<file path="src/rtl/cic_decim.sv">
// Decimating CIC filter for a 1-bit modulator stream; ORDER integrators run on din_en, combs run on decimation ticks.
// out registers on the tick edge; out_valid pulses the next cycle once the comb history is settled. No backpressure.
module cic_decim #(
  parameter int ORDER = 2,
  parameter int W     = 16,
  parameter int RW    = 8
) (
  input  logic          clk,
  input  logic          rst_n,
  input  logic          din,
  input  logic          din_en,
  input  logic [RW-1:0] dec_ratio,
  output logic [W-1:0]  out,
  output logic          out_valid
);

  logic [W-1:0]  integ_q [ORDER];
  logic [W-1:0]  integ_d [ORDER];
  logic [W-1:0]  dly_q   [ORDER];
  logic [W-1:0]  dly_d   [ORDER];
  logic [W-1:0]  comb    [ORDER+1];
  logic [RW-1:0] cnt_q, cnt_d;
  logic [RW-1:0] ra_q, ra_d, ra_req;
  logic [2:0]    settle_q, settle_d;
  logic [W-1:0]  out_q, out_d;
  logic          valid_q, valid_d;
  logic          tick;

  // Ratios below 2 cannot form a frame, so they are promoted to 2.
  always_comb begin
    ra_req = (dec_ratio < RW'(2)) ? RW'(2) : dec_ratio;
    tick   = din_en && (cnt_q == ra_q - RW'(1));
  end

  always_comb begin
    comb[0] = integ_q[ORDER-1];
    for (int k = 1; k <= ORDER; k++) begin
      comb[k] = comb[k-1] - dly_q[k-1];
    end
  end

  always_comb begin
    for (int k = 0; k < ORDER; k++) begin
      integ_d[k] = integ_q[k];
      dly_d[k]   = dly_q[k];
    end
    cnt_d    = cnt_q;
    ra_d     = ra_q;
    settle_d = settle_q;
    out_d    = out_q;
    valid_d  = 1'b0;
    if (din_en) begin
      integ_d[0] = integ_q[0] + W'(din);
      for (int k = 1; k < ORDER; k++) begin
        integ_d[k] = integ_q[k] + integ_q[k-1];
      end
      cnt_d = tick ? '0 : cnt_q + RW'(1);
    end
    if (tick) begin
      for (int k = 0; k < ORDER; k++) begin
        dly_d[k] = comb[k];
      end
      out_d   = comb[ORDER];
      ra_d    = ra_req;
      valid_d = (settle_q == 3'(ORDER));
      // A new ratio invalidates the comb history, so settling restarts.
      if (ra_req != ra_q) begin
        settle_d = '0;
      end else if (settle_q != 3'(ORDER)) begin
        settle_d = settle_q + 3'd1;
      end
    end
  end

  always_ff @(posedge clk) begin
    if (!rst_n) begin
      for (int k = 0; k < ORDER; k++) begin
        integ_q[k] <= '0;
        dly_q[k]   <= '0;
      end
      cnt_q    <= '0;
      ra_q     <= ra_req;
      settle_q <= '0;
      out_q    <= '0;
      valid_q  <= 1'b0;
    end else begin
      for (int k = 0; k < ORDER; k++) begin
        integ_q[k] <= integ_d[k];
        dly_q[k]   <= dly_d[k];
      end
      cnt_q    <= cnt_d;
      ra_q     <= ra_d;
      settle_q <= settle_d;
      out_q    <= out_d;
      valid_q  <= valid_d;
    end
  end

  assign out       = out_q;
  assign out_valid = valid_q;

endmodule

</file>
<file path="config.mk">
export PLATFORM = sky130hd
export DESIGN_NAME = cic_decim
export DESIGN_NICKNAME = d
export VERILOG_FILES = /design/src/rtl/cic_decim.sv
export SDC_FILE = /design/constraint.sdc
export NUM_CORES = 1
export LEC_CHECK = 0
export ABC_AREA = 1
export BUFFER_PORTS_ARGS = -buffer_cell sky130_fd_sc_hd__buf_2
export CORE_MARGIN = 10
export CORE_UTILIZATION = 60
export CTS_BUF_LIST = sky130_fd_sc_hd__clkbuf_16
export CTS_CLUSTER_DIAMETER = 100
export CTS_CLUSTER_SIZE = 10
export DETAILED_ROUTE_END_ITERATION = 7
export PLACE_DENSITY = 0.78
export SLEW_MARGIN = 20
export SYNTH_ARGS = -nofsm -noshare
export SYNTH_HDL_FRONTEND = slang
export SYNTH_SLANG_ARGS = --single-unit
</file>
<file path="constraint.sdc">
create_clock -name clk -period 5.7 [get_ports clk]
set_clock_uncertainty 0.15 [all_clocks]
set_input_delay 0.285 -clock clk [delete_from_list [all_inputs] [get_ports clk]]
set_output_delay 0.285 -clock clk [all_outputs]
set_load 0.1 [all_outputs]
</file>
# Word-level counts from Yosys, hierarchy flattened
# Memory sizes are Yosys's and may differ from the RTL's.
# Cells that the tools add are included.
totals:
  reg_bits: 36
  latch_bits: 0
  ramBits: 64
  mem_bits_ro: 0
  inputBits: 12
  output_inout_bits: 17
  elab_cells: 42
  memories: 2
memory_table:
  columns: ["memory", "depth", "word_bits", "read_ports", "rd_clocked_by_memory_dff", "write_ports", "line_no", "rtl"]
  rows:
  - ["dly_q", 2, 16, 2, 0, 2, "19", "logic [W-1:0] dly_q [ORDER];"]
  - ["integ_q", 2, 16, 2, 0, 2, "17", "logic [W-1:0] integ_q [ORDER];"]
op_classes:
  n_addsub: 7
  multipliers: 0
  div: 0
  order_cmp: 1
  eq_ne: 5
  shift: 0
  mux: 14
  bitwise: 4
  reduce_logical: 4
ops:
  columns: ["operator", "count"]
  rows:
  - ["2-to-1 mux 16 bit", 4]
  - ["2-to-1 mux 32 bit", 2]
  - ["2-to-1 mux 8 bit", 4]
  - ["subtractor 16 bit", 2]
  - ["adder 16 x 1 -> 16 bit", 1]
  - ["adder 16 bit", 1]
  - ["adder 8 x 1 -> 8 bit, second input constant", 1]
  - ["== test 8 bit", 1]
  - ["< comparator 8 x 2 -> 1 bit, second input constant", 1]
  - ["inequality test 8 bit", 1]
  - ["subtractor 8 x 1 -> 8 bit, second input constant", 1]
  - ["2-to-1 mux 3 bit", 2]
  - ["OR 1 bit", 4]
  - ["AND reduction 2 bit", 2]
  - ["adder 3 x 1 -> 3 bit, second input constant", 1]
  - ["== test 3 x 2 -> 1 bit, second input constant", 1]
  - ["inequality test 3 x 2 -> 1 bit, second input constant", 1]
  - ["2-to-1 mux 1 bit", 2]
  - ["inequality test 2 x 1 -> 1 bit, second input constant", 1]
  - ["nonzero test 2 bit", 1]
  - ["logical AND 1 bit", 1]

# Depth between registers and ports, before layout
# Gate-level depths: netlist (run 1).
depth:
  depth_word: 5
  mapped_depth: 23
  depth_no_buf: 23

# Worst setup path before layout (run 1)
# No wires, ideal clock.
synth_path:
  path_kind: "register to register"
  start: "mem integ_q[1][0] (netlist: integ_q[0][16])"
  end: "reg out_q[14] (netlist: out[14])"
  setup_ns: 0.115
  arrival_ns: 2.854
  required_time_ns: 5.435
  path_slack_ns: 2.581
  path_stages_with_launch: 16
  path_buffers: 0
  period_less_slack_ns: 3.119
  path_cell_list: "dfxtp_1 inv_1 ha_1 fa_1 o21ai_0 a31oi_1 xnor2_1 ha_1 nand2_1 nor2_1 nand3_1 nand3_1 a21oi_1 or2_2 nand3_1 nand2_1"
synth_lines:
  columns: ["element", "line_no", "rtl"]
  rows:
  - ["start, declared", "17", null]
  - ["end signal, assigned", "94", "out_q <= out_d;"]
  - ["end, declared", "25", "logic [W-1:0] out_q, out_d;"]

==> results of run 1 <==
## per-layer routing
metal / track usage [%] / wire length (um)
met5: 0 / 0
met4: 7.61 / 303
met3: 3.28 / 640
met2: 29.6 / 6160
met1: 23.2 / 6840
## through the flow
stage | hold WS (ps) | instances | setup slack (ps)
floorplan | 287 | 956 | 2580
global placement | 281 | 1101 | 2380
detailed placement | 281 | 1101 | 2310
CTS | 0.199 | 1120 | 2260
global route | 11.8 | 1120 | 1850
finish | 8.97 | 1120 | 2230
## timing repair
item,CTS,global route
endpoints found under the hold margin,4,0
setup endpoints to repair,0,0
hold buffers,4,0
## registers in the layout (all words and copies together) (netlist names)
register,flops
out,16
cnt_q,8
ra_q,8
settle_q,3
dly_q,32
integ_q,32
out_valid,1
## worst register-to-register path: stages, from the launching register on
cell	delay, ps
dfxtp_1	330
inv_1	80
ha_1	220
fa_1	420
o21ai_0	420
a31oi_1	160
xnor2_1	240
ha_1	340
a21oi_1	270
o21ai_0	110
nand2_1	80
nand3_1	70
a21oi_1	220
nand3_1	110
nand3_1	90
nand2_1	50
## layout by cell type, fill, tap and decap left out, types with 7 or more instances in the layout
cell / instances
nor3_1: 12
o21bai_1: 9
inv_1: 128
xor2_1: 30
nor2_1: 103
a21oi_1: 55
o21ai_0: 41
o21ai_1: 26
clkbuf_16: 9
dfxtp_1: 92
o21ai_2: 9
a31oi_1: 7
buf_2: 28
a21o_1: 7
nand4_1: 10
nand2_1: 239
edfxtp_1: 8
xnor2_1: 14
nand3_1: 55
ha_1: 51
## worst max path at each step
stage,from,to,slack (ps),cells past startpoint
final,integ_q[0][16],out[15],2230,15
after global routing,integ_q[0][16],out[15],1850,15
after CTS,integ_q[0][16],out[15],2260,15
after detailed placement,integ_q[0][16],out[14],2310,15
after global placement,integ_q[0][16],out[14],2380,15
after floorplan,integ_q[0][16],out[14],2580,15
## cell type report
type	count	area (sq um)	share of cell area (%)
Clock buffer	9	225	3.16
Clock inverter	6	81.3	1.14
Inverter	132	495	6.96
Multi-Input combinational cell	700	3870	54.4
Sequential cell	100	2080	29.2
Tap cell	140	175	2.46
Timing Repair Buffer	33	188	2.64
## power groups by stage
stage / sequential (mW) / clock (mW) / combinational (mW)
6_report: 0.741 / 0.642 / 0.464
5_1_grt: 0.743 / 0.677 / 0.536
4_1_cts: 0.740 / 0.654 / 0.462
3_5_place_dp: 0.756 / 0 / 0.452
3_3_place_gp: 0.756 / 0 / 0.448
2_1_floorplan: 0.752 / 0 / 0.371
## cell families after synthesis
| group | count (synthesis) |
|---|---|
| simple gates | 441 |
| compound gates | 160 |
| buf+inv | 156 |
| flops | 100 |
| fa+ha+maj | 54 |
| xor+xnor | 45 |
==> metrics, run 1 <==
R2R depth 15; sequential element share of the synthesized area 31.6%; portion of synthesized cell area occupied by the leading cell type 28.0%; violation count after the first detailed-route iteration ~340; Critical path buffers and inverters 1; final-report hold violation count 0; endpoint of the lowest-slack register-to-register path out[15]; DRC violation count after routing 0; overall global routing resource usage about 18%; clock share of power 34.8%; peak supply drop roughly 0.16 mV; fraction of the mapped netlist area in compound gates 13.6%; Max Cap Violations 0; total of buffers placed on input and output ports 28; element type at the critical path start flop; Antenna Cells 0; Die Width 125 um; leakage power total approximately 3.4 nW; Post-Route WL 13900 um; GP Congestion 0.925; Top-Level Pins 29; final slew viol count 0; portion of total power attributed to sequential cells 40.1%; Mean Syn Cell Area 6.89 sq um; H-tree level count 3; fraction of synthesized cell area in xor and xnor cells 6.10%; Routed wire per std cell roughly 12 um; Seq cells post-synth 100; total power divided by cell area ~260 nW/um^2; FF-to-FF Start integ_q[0][16]; most frequently used flop master after synthesis dfxtp_1; largest stage delay on the critical path approximately 420 ps; antenna viol nets, final 0; Crit path top cell by count nand3_1; setup TNS 0 ps; Slew HR roughly 52%; area of the core 10800 sq um; relative contribution of combinational cells to total power 25.1%; kind of critical path flop to flop; Synth cell types 41; Tightest Hold Check Type primary input to flop; reg-to-reg setup timing slack 2230 ps; maximum fanout along the worst path 6; deepest clock path buffer count 2; start point of the worst hold path dec_ratio[3]; sequence of cells on the critical path inv_1 > ha_1 > fa_1 > o21ai_0 > a31oi_1 > xnor2_1 > ha_1 > a21oi_1 > o21ai_0 > nand2_1 > nand3_1 > a21oi_1 > nand3_1 > nand3_1 > nand2_1; utilization after layout 66.0%; Internal 1.27 mW; endpoint arrival time on the critical path between 3000 and 4000 ps; final period utilization 60.8%; Core Rows 38; share of cells above drive strength 1 7.35%; count of instances resized after the clock tree is built 0; number of antenna violations at the first check in global routing 0; CP required 5790 ps; most frequent cell after synthesis nand2_1; total placed instance area about 6800 sq um; multiplexer area fraction after synthesis 0%; area of all placed cells without fillers 7120 sq um; effective utilization at floorplan approximately three fifths; hold depth 1; Final min period between 3000 and 4000 ps; number of buffers inserted by post-CTS setup repair 0; source-to-sink clock delay at the later pin of the worst-skew pair about 350 ps; number of clock buffers inserted by TritonCTS 9; sum of net half-perimeters after detailed placement 10600 um; CTS tree yes; Final setup violation count 0; adder-cell share of the synthesized area 10.6%; Die Height 125 um; result of the run finished, final reports clean; total iterations of the first detailed-routing run 5; switching power roughly 0.57 mW; timing-limited maximum frequency 288 MHz; global route total overflow 0; fraction of power spent switching nets between 30% and 40%; Warnings, synthesis 0; number of enable-type register cells in the synthesized netlist 8; via-per-instance ratio 5.21; combinational family with the most area after synthesis simple AND/OR/NAND/NOR gates; clock slew at reported path FFs 70 ps; crit path capture type flop; maximum number of pins on one net before global-route repair 37; RSZ-0062 raised after global routing no; transition time at the pin with the least slew margin 718 ps; async set-reset flop share out of synthesis 0%; number of sinks driven by the clock tree 100; synth top area cells dfxtp_1 (28%), nand2_1 (14%), ha_1 (9.7%); count of vias placed by the detailed router 5831; Crit path max-delay family compound AO/OA/AOI/OAI gates; number of global-route vias before repair 5500; net count of the mapped netlist 1022; fraction of the mapped netlist area in simple logic gates 28.5%; synth cell count leaders nand2_1 (239), inv_1 (127), nor2_1 (103), dfxtp_1 (92); area of the mapped netlist 6590 sq um; post-layout total power 1.85 mW; terminating pin of the worst hold path ra_q[3]; wire length of the first global-routing pass 24600 um; area leader, netlist dfxtp_1; count of mapped cells out of synthesis 956; number of nets in the layout 1042; critical path's slowest cell fa_1; fillcell total 960; root buffer cell clkbuf_16; Layout Area Growth over Synthesis 8.05%; die footprint approximately 16000 sq um
Note: power is estimated with default switching activity, not from simulation.
==> inputs of run 2 (changes only) <==
==> constraint.sdc (replaced) <==
create_clock -name clk -period 3.38 [get_ports clk]
set_clock_uncertainty 0.15 [all_clocks]
set_input_delay 0.169 -clock clk [delete_from_list [all_inputs] [get_ports clk]]
set_output_delay 0.169 -clock clk [all_outputs]
set_load 0.1 [all_outputs]
==> run 2 against run 1 <==
  * Hold slack better by 12 ps
  * Total power grew 64%
  * Clock-buffer cell count unchanged
  * Non-clock buffer count increased by 10
  * Die area did not move
  * Via count is 1.8% higher
  * Cell count rose by 0.80%
==> metrics, run 2 (synthesis results as in run 1) <==
crit path capture type flop; most common library cell in the layout ignoring fill and taps nand2_1; clock share of power 30.5% (-4.3 points); Crit path top cell by count nand3_1; result of the run finished, final reports clean; relative contribution of combinational cells to total power 28.3% (+3.2 points); post-layout total power 3.03 mW (+64%); R2R depth 16 (+1); Die Height 125 um (unchanged); total power divided by cell area 418 nW/um^2 (+61%); worst-case hold slack 21.0 ps (+12.0 ps); portion of total power attributed to sequential cells 41.2% (+1.1 points); least setup slack across all paths after layout 211 ps (-2020 ps); final period utilization 93.8% (+33 points); Max Cap Violations 0 (unchanged); largest stage delay on the critical path 400 ps (-20 ps); final slew viol count 0 (unchanged); pre-CTS setup slack 163 ps (-2140 ps); element type at the critical path start flop; maximum number of pins on one net before global-route repair 31 (-16%); hold depth 4 (+3); via-per-instance ratio 5.26 (+0.97%); endpoint arrival time on the critical path 3270 ps (-290 ps); sum of net half-perimeters after detailed placement 10700 um (+1.3%); area of the core 10800 sq um (unchanged); most frequent cells in the layout nand2_1 (238), inv_1 (129), nor2_1 (102); count of vias placed by the detailed router 5935 (+1.8%); peak supply drop 0.294 mV (+87%); global route total overflow 0 (unchanged); total of buffers placed on input and output ports 28 (unchanged); clock slew at reported path FFs 70 ps (about the same); Critical path buffers and inverters 2 (+1); Internal 2.03 mW (+59%); number of antenna violations at the first check in global routing 0 (unchanged); final-report hold violation count 0 (unchanged); timing-limited maximum frequency 316 MHz (+9.4%); fraction of power spent switching nets 33.0% (+2.0 points); H-tree level count 3 (unchanged); Top-Level Pins 29 (unchanged); Slew HR 57.2% (+5.1 points); Final setup violation count 0 (unchanged); source-to-sink clock delay at the later pin of the worst-skew pair 350 ps (about the same); GP Congestion 0.955 (+3.3%); share of cells above drive strength 1 10.0% (+2.7 points); deepest clock path buffer count 2 (unchanged); maximum fanout along the worst path 6 (unchanged); number of global-route vias before repair 5651 (+2.7%); switching power 1.00 mW (+74%); die footprint 15600 sq um (unchanged); utilization after layout 67.2% (+1.2 points); Post-Route WL 14600 um (+4.5%); Die Width 125 um (unchanged); DRC violation count after routing 0 (unchanged); Final min period 3170 ps (-298 ps); number of clock buffers inserted by TritonCTS 9 (unchanged); CTS tree yes; antenna viol nets, final 0 (unchanged); transition time at the pin with the least slew margin 642 ps (-76.0 ps); Routed wire per std cell 12.9 um (+3.7%); number of sinks driven by the clock tree 100 (unchanged); root buffer cell clkbuf_16; Tightest Hold Check Type primary input to flop; critical path's slowest cell ha_2; number of nets in the layout 1052 (+0.96%); Core Rows 38 (unchanged); Layout Area Growth over Synthesis 10.1%; violation count after the first detailed-route iteration 496 (+45%); CP required 3480 ps (-2310 ps); Levels on crit path 16 (+1); wire length of the first global-routing pass 25700 um (+4.1%); effective utilization at floorplan 61.0% (unchanged); total iterations of the first detailed-routing run 5 (unchanged); sequence of cells on the critical path inv_1 > ha_1 > fa_2 > o21ai_0 > buf_4 > a31oi_1 > xnor2_1 > ha_2 > nand2_1 > nor2_1 > nand3_1 > nand3_1 > a21oi_1 > or2_2 > nand3_1 > nand2_1; kind of critical path flop to flop; leakage power total 3.44 nW (+0.90%); Crit path max-delay family adder cells; Antenna Cells 0 (unchanged); overall global routing resource usage 19.1% (+0.85 points)
-- run 2: changes by cell type in the layout (fill, tap and decap cells not counted), sizes merged --
cell	delta
buf	+8
bufinv	-2
dlygate4sd3	+2
inv	+1
-- run 2: worst register-to-register path, delay by kind of cell, from the launching register on --
kind,cells,cell delay (ps)
buf+inv,2,230
compound gates,3,350
flops,1,330
simple gates,7,860
fa+ha+maj,3,1010
xor+xnor,1,150
-- run 2: worst paths after layout --
path | end | slack, ps | from
setup reg to reg | out[14] | 210 | integ_q[0][16]
setup / recovery | out[14] | 210 | integ_q[0][16]
hold reg to reg | out[9] | 290 | out[9]
hold / removal | integ_q[0][0] | 20 | din
-- run 2: repair_timing --
action | CTS | global route
endpoints found under the hold margin | 6 | 0
setup buffers | 0 | 1
gates resized for setup | 0 | 24
hold buffers | 6 | 0
setup endpoints to repair | 0 | 4
-- run 2: power groups by stage --
stage / Combinational, mW / Clock (mW) / Sequential (mW)
after detailed placement: 0.781 / 0 / 1.27
after CTS: 0.798 / 0.942 / 1.25
final: 0.858 / 0.923 / 1.25
after global placement: 0.769 / 0 / 1.27
after global routing: 0.979 / 0.979 / 1.25
after floorplan: 0.626 / 0 / 1.27
-- run 2: area by class of cell --
cell class	count	area (sq um)
Inverter	132	495
Clock buffer	9	225
Multi-Input combinational cell	700	3980
Fill cell	941	3540
Timing Repair Buffer	43	268
Tap cell	140	175
Clock inverter	5	23.8
Sequential cell	100	2080
-- run 2: per-stage QoR --
step	cells	setup TNS, ps	area, sq um
3_3_place_gp	1108	0	6830
5_1_grt	1129	-41.8	7250
6_report	1129	0	7250
3_5_place_dp	1108	0	6830
2_1_floorplan	956	0	6590
4_1_cts	1128	0	7130
-- run 2: per-layer routing --
layer | vias to the layer above | global-route usage, % | wire, um
met5 | - | 0 | 0
met4 | 0 | 7.40 | 303
met3 | 27 | 3.49 | 734
met2 | 147 | 30.3 | 6420
met1 | 2612 | 25.0 | 7120
li1 | 3149 | - | -
==> inputs of run 3 (changes only) <==
--- a/config.mk
+++ b/config.mk
@@ -5,14 +5,14 @@
 export SDC_FILE = /design/constraint.sdc
 export NUM_CORES = 1
 export LEC_CHECK = 0
-export ABC_AREA = 1
 export BUFFER_PORTS_ARGS = -buffer_cell sky130_fd_sc_hd__buf_2
-export CORE_MARGIN = 10
+export CORE_MARGIN = 1.5
 export CORE_UTILIZATION = 60
 export CTS_BUF_LIST = sky130_fd_sc_hd__clkbuf_16
 export CTS_CLUSTER_DIAMETER = 100
 export CTS_CLUSTER_SIZE = 10
 export DETAILED_ROUTE_END_ITERATION = 7
+export MAX_ROUTING_LAYER = met4
 export PLACE_DENSITY = 0.78
 export SLEW_MARGIN = 20
 export SYNTH_ARGS = -nofsm -noshare
==> run 3 against run 2 <==
  * Clock power is 2% higher
  * Sequential cell count stayed put
  * The flow now finishes with violations (negative setup slack)
  * Largest cell class unchanged
  * Non-clock buffer count is 67 higher
==> metrics, run 3 <==
Mean Syn Cell Area 8.16 sq um (+18%); Critical path buffers and inverters 4 (+2); GP Congestion 0.906 (-5.2%); Crit path max-delay family compound AO/OA/AOI/OAI gates; sequence of cells on the critical path inv_2 > ha_4 > fa_2 > nor2b_1 > o21ai_1 > a21oi_2 > buf_4 > o21ai_2 > nand2b_1 > xor2_1 > ha_1 > nand2_1 > o21ai_2 > buf_4 > o21bai_4 > a21o_1 > a21oi_2 > o21ai_2 > buf_4 > xor2_1 > mux2i_1 > nor2_1; via-per-instance ratio 5.71 (+8.6%); result of the run finished with violations; maximum number of pins on one net before global-route repair 33 (+6.5%); critical path's slowest cell fa_2; number of global-route vias before repair 5665 (+0.25%); least setup slack across all paths after layout -419 ps (-630 ps); top routing layer used met4; clock share of power 36.2% (+5.7 points); Internal 1.91 mW (-5.8%); timing-limited maximum frequency 263 MHz (-17%); synth cell count leaders nand2_1 (93), dfxtp_1 (92), nor2_1 (81), a21oi_1 (75), ha_1 (51); Routed wire per std cell 15.3 um (+19%); DRC violation count after routing 0 (unchanged); total iterations of the first detailed-routing run 5 (unchanged); CTS tree yes; count of mapped cells out of synthesis 754 (-21%); number of antenna violations at the first check in global routing 0 (unchanged); async set-reset flop share out of synthesis 0% (unchanged); most frequent cell after synthesis nand2_1; total placed instance area 6780 sq um (-0.71%); startpoint of the worst setup timing path integ_q[0][16]; start point of the worst hold path dec_ratio[1]; count of vias placed by the detailed router 5590 (-5.8%); Max Cap Violations 0 (unchanged); total power divided by cell area 350 nW/um^2 (-16%); peak supply drop 0.348 mV (+19%); H-tree level count 3 (unchanged); Met1 Wirelength 6360 um (-11%); area leader, netlist dfxtp_1; portion of synthesized cell area occupied by the leading cell type 29.9% (+2.0 points); sum of net half-perimeters after detailed placement 9870 um (-7.9%); die footprint 10900 sq um (-30%); Die Height 104 um (-16%); final-report hold violation count 0 (unchanged); fraction of power spent switching nets 26.4% (-6.6 points); Tightest Hold Check Type primary input to flop; net count of the mapped netlist 820 (-20%); CP required 3460 ps (-20 ps); length of routed met2 wiring 7590 um (+18%); synth top area cells dfxtp_1 (30%), ha_1 (10%), a21oi_1 (6.1%); element type at the critical path start flop; final period utilization 112% (+19 points); Seq cells post-synth 100 (unchanged); Core Rows 36 (-5.3%); switching power 0.686 mW (-31%); most frequently used flop master after synthesis dfxtp_1; RSZ-0062 raised after global routing yes; effective utilization at floorplan 62.4% (+1.3 points); Layout Area Growth over Synthesis 20.6%; Slew HR 63.3% (+6.1 points); leakage power total 3.08 nW (-10%); deepest clock path buffer count 2 (unchanged); largest stage delay on the critical path 350 ps (-50 ps); number of clock buffers inserted by TritonCTS 9 (unchanged); Warnings, synthesis 0 (unchanged); portion of total power attributed to sequential cells 47.1% (+5.9 points); area of the mapped netlist 6150 sq um (-6.6%); sequential element share of the synthesized area 33.8% (+2.2 points); wire length of the first global-routing pass 24500 um (-4.7%); met3 wire length 684 um (-6.8%); crit path capture type flop; total of buffers placed on input and output ports 28 (unchanged); root buffer cell clkbuf_16; clock slew at reported path FFs 70 ps (about the same); violations in the final reports negative setup slack; Antenna Cells 0 (unchanged); antenna viol nets, final 0 (unchanged); most common library cell in the layout ignoring fill and taps nand2_1; area of all placed cells without fillers 7420 sq um (+2.3%); area of the core 9860 sq um (-8.6%); source-to-sink clock delay at the later pin of the worst-skew pair 350 ps (about the same); number of sinks driven by the clock tree 100 (unchanged); relative contribution of combinational cells to total power 16.7% (-12 points); maximum fanout along the worst path 3 (-3); kind of critical path flop to flop; overall global routing resource usage 28.0% (+8.9 points); Post-Route WL 15000 um (+3.0%); post-layout total power 2.60 mW (-14%); Top-Level Pins 29 (unchanged); violation count after the first detailed-route iteration 294 (-41%); final slew viol count 0 (unchanged); endpoint arrival time on the critical path 3880 ps (+610 ps); Synth cell types 65 (+59%); FF-to-FF Start integ_q[0][16]; number of enable-type register cells in the synthesized netlist 8 (unchanged); number of nets in the layout 907 (-14%); Die Width 104 um (-16%); most frequent cells in the layout nand2_1 (93), dfxtp_1 (88), nor2_1 (79); Final setup violation count 7 (+7); pre-CTS setup slack -479 ps (-642 ps); Final min period 3800 ps (+630 ps); transition time at the pin with the least slew margin 550 ps (-91.8 ps); share of cells above drive strength 1 20.7% (+11 points); utilization after layout 75.2% (+8.0 points); global route total overflow 0 (unchanged); setup TNS -1930 ps (-1930 ps)
[run 3: changes by cell type after synthesis, sizes merged, moves of 13 or more]
cell and delta:
nand2 -145, nor2 -29, xnor2 +19, inv -82
a21oi +21, mux2i +13, o21ai -47, nand3 -35
[run 3: layout make-up]
type	instances	area (sq um)
Multi-Input combinational cell	569	3940
Fill cell	672	2440
Sequential cell	100	2090
Timing Repair Buffer	110	774
Clock buffer	9	225
Inverter	51	191
Tap cell	133	166
Clock inverter	7	37.5
[run 3: repair_timing]
| action | in CTS | in global routing |
|---|---|---|
| gates resized for setup | 20 | 28 |
| endpoints found under the setup margin | 8 | 11 |
| cloned | 0 | 0 |
| pin swaps | 22 | 18 |
| hold endpoints to repair | 6 | 0 |
| hold buffers | 6 | 0 |
| buffers inserted | 7 | 7 |
[run 3: cells by family after synthesis]
family	count (synthesis)	synth area share (%)
AOI/OAI and AO/OA	156	15.5
xor gates and xnor gates	67	9.88
adders and majority gates	54	11.3
buffers and inverters	85	5.92
DFF	100	33.8
muxes	13	2.11
and+or+nand+nor	279	21.4
[run 3: path summary, 6_finish.rpt]
kind	to	slack (ps)	cells past startpoint
hold / removal	ra_q[1]	10	2
setup reg to reg	out[12]	-420	22
setup / recovery	out[12]	-420	22
hold reg to reg	dly_q[0][7]	300	2
[run 3: power groups by stage]
| stage | clock network, mW | registers (mW) | logic, mW |
|---|---|---|---|
| after floorplan | 0 | 1.25 | 0.223 |
| after global placement | 0 | 1.25 | 0.316 |
| after detailed placement | 0 | 1.25 | 0.328 |
| after CTS | 0.956 | 1.22 | 0.378 |
| after global routing | 0.998 | 1.23 | 0.467 |
| final | 0.940 | 1.22 | 0.433 |
[run 3: worst reg2reg max path, stage by stage, from the launching register on]
cell and delay (ps):
dfxtp_2 340, inv_2 50, ha_4 160, fa_2 350, nor2b_1 110, o21ai_1 90
a21oi_2 180, buf_4 140, o21ai_2 40, nand2b_1 80, xor2_1 190, ha_1 300
nand2_1 120, o21ai_2 80, buf_4 140, o21bai_4 160, a21o_1 180, a21oi_2 190
o21ai_2 90, buf_4 130, xor2_1 140, mux2i_1 190, nor2_1 80
[run 3: stage by stage]
step | hold WS, ps | instances
2_1_floorplan | 186 | 754
3_3_place_gp | 240 | 943
3_5_place_dp | 242 | 943
4_1_cts | 7.56 | 972
5_1_grt | 22.9 | 979
6_report | 13.7 | 979
[run 3: per-layer routing]
metal,track usage (%),up-vias
met2,49.5,168
met1,30.8,2625
li1,-,2756
met5,-,-
met4,10.4,0
met3,6.02,41
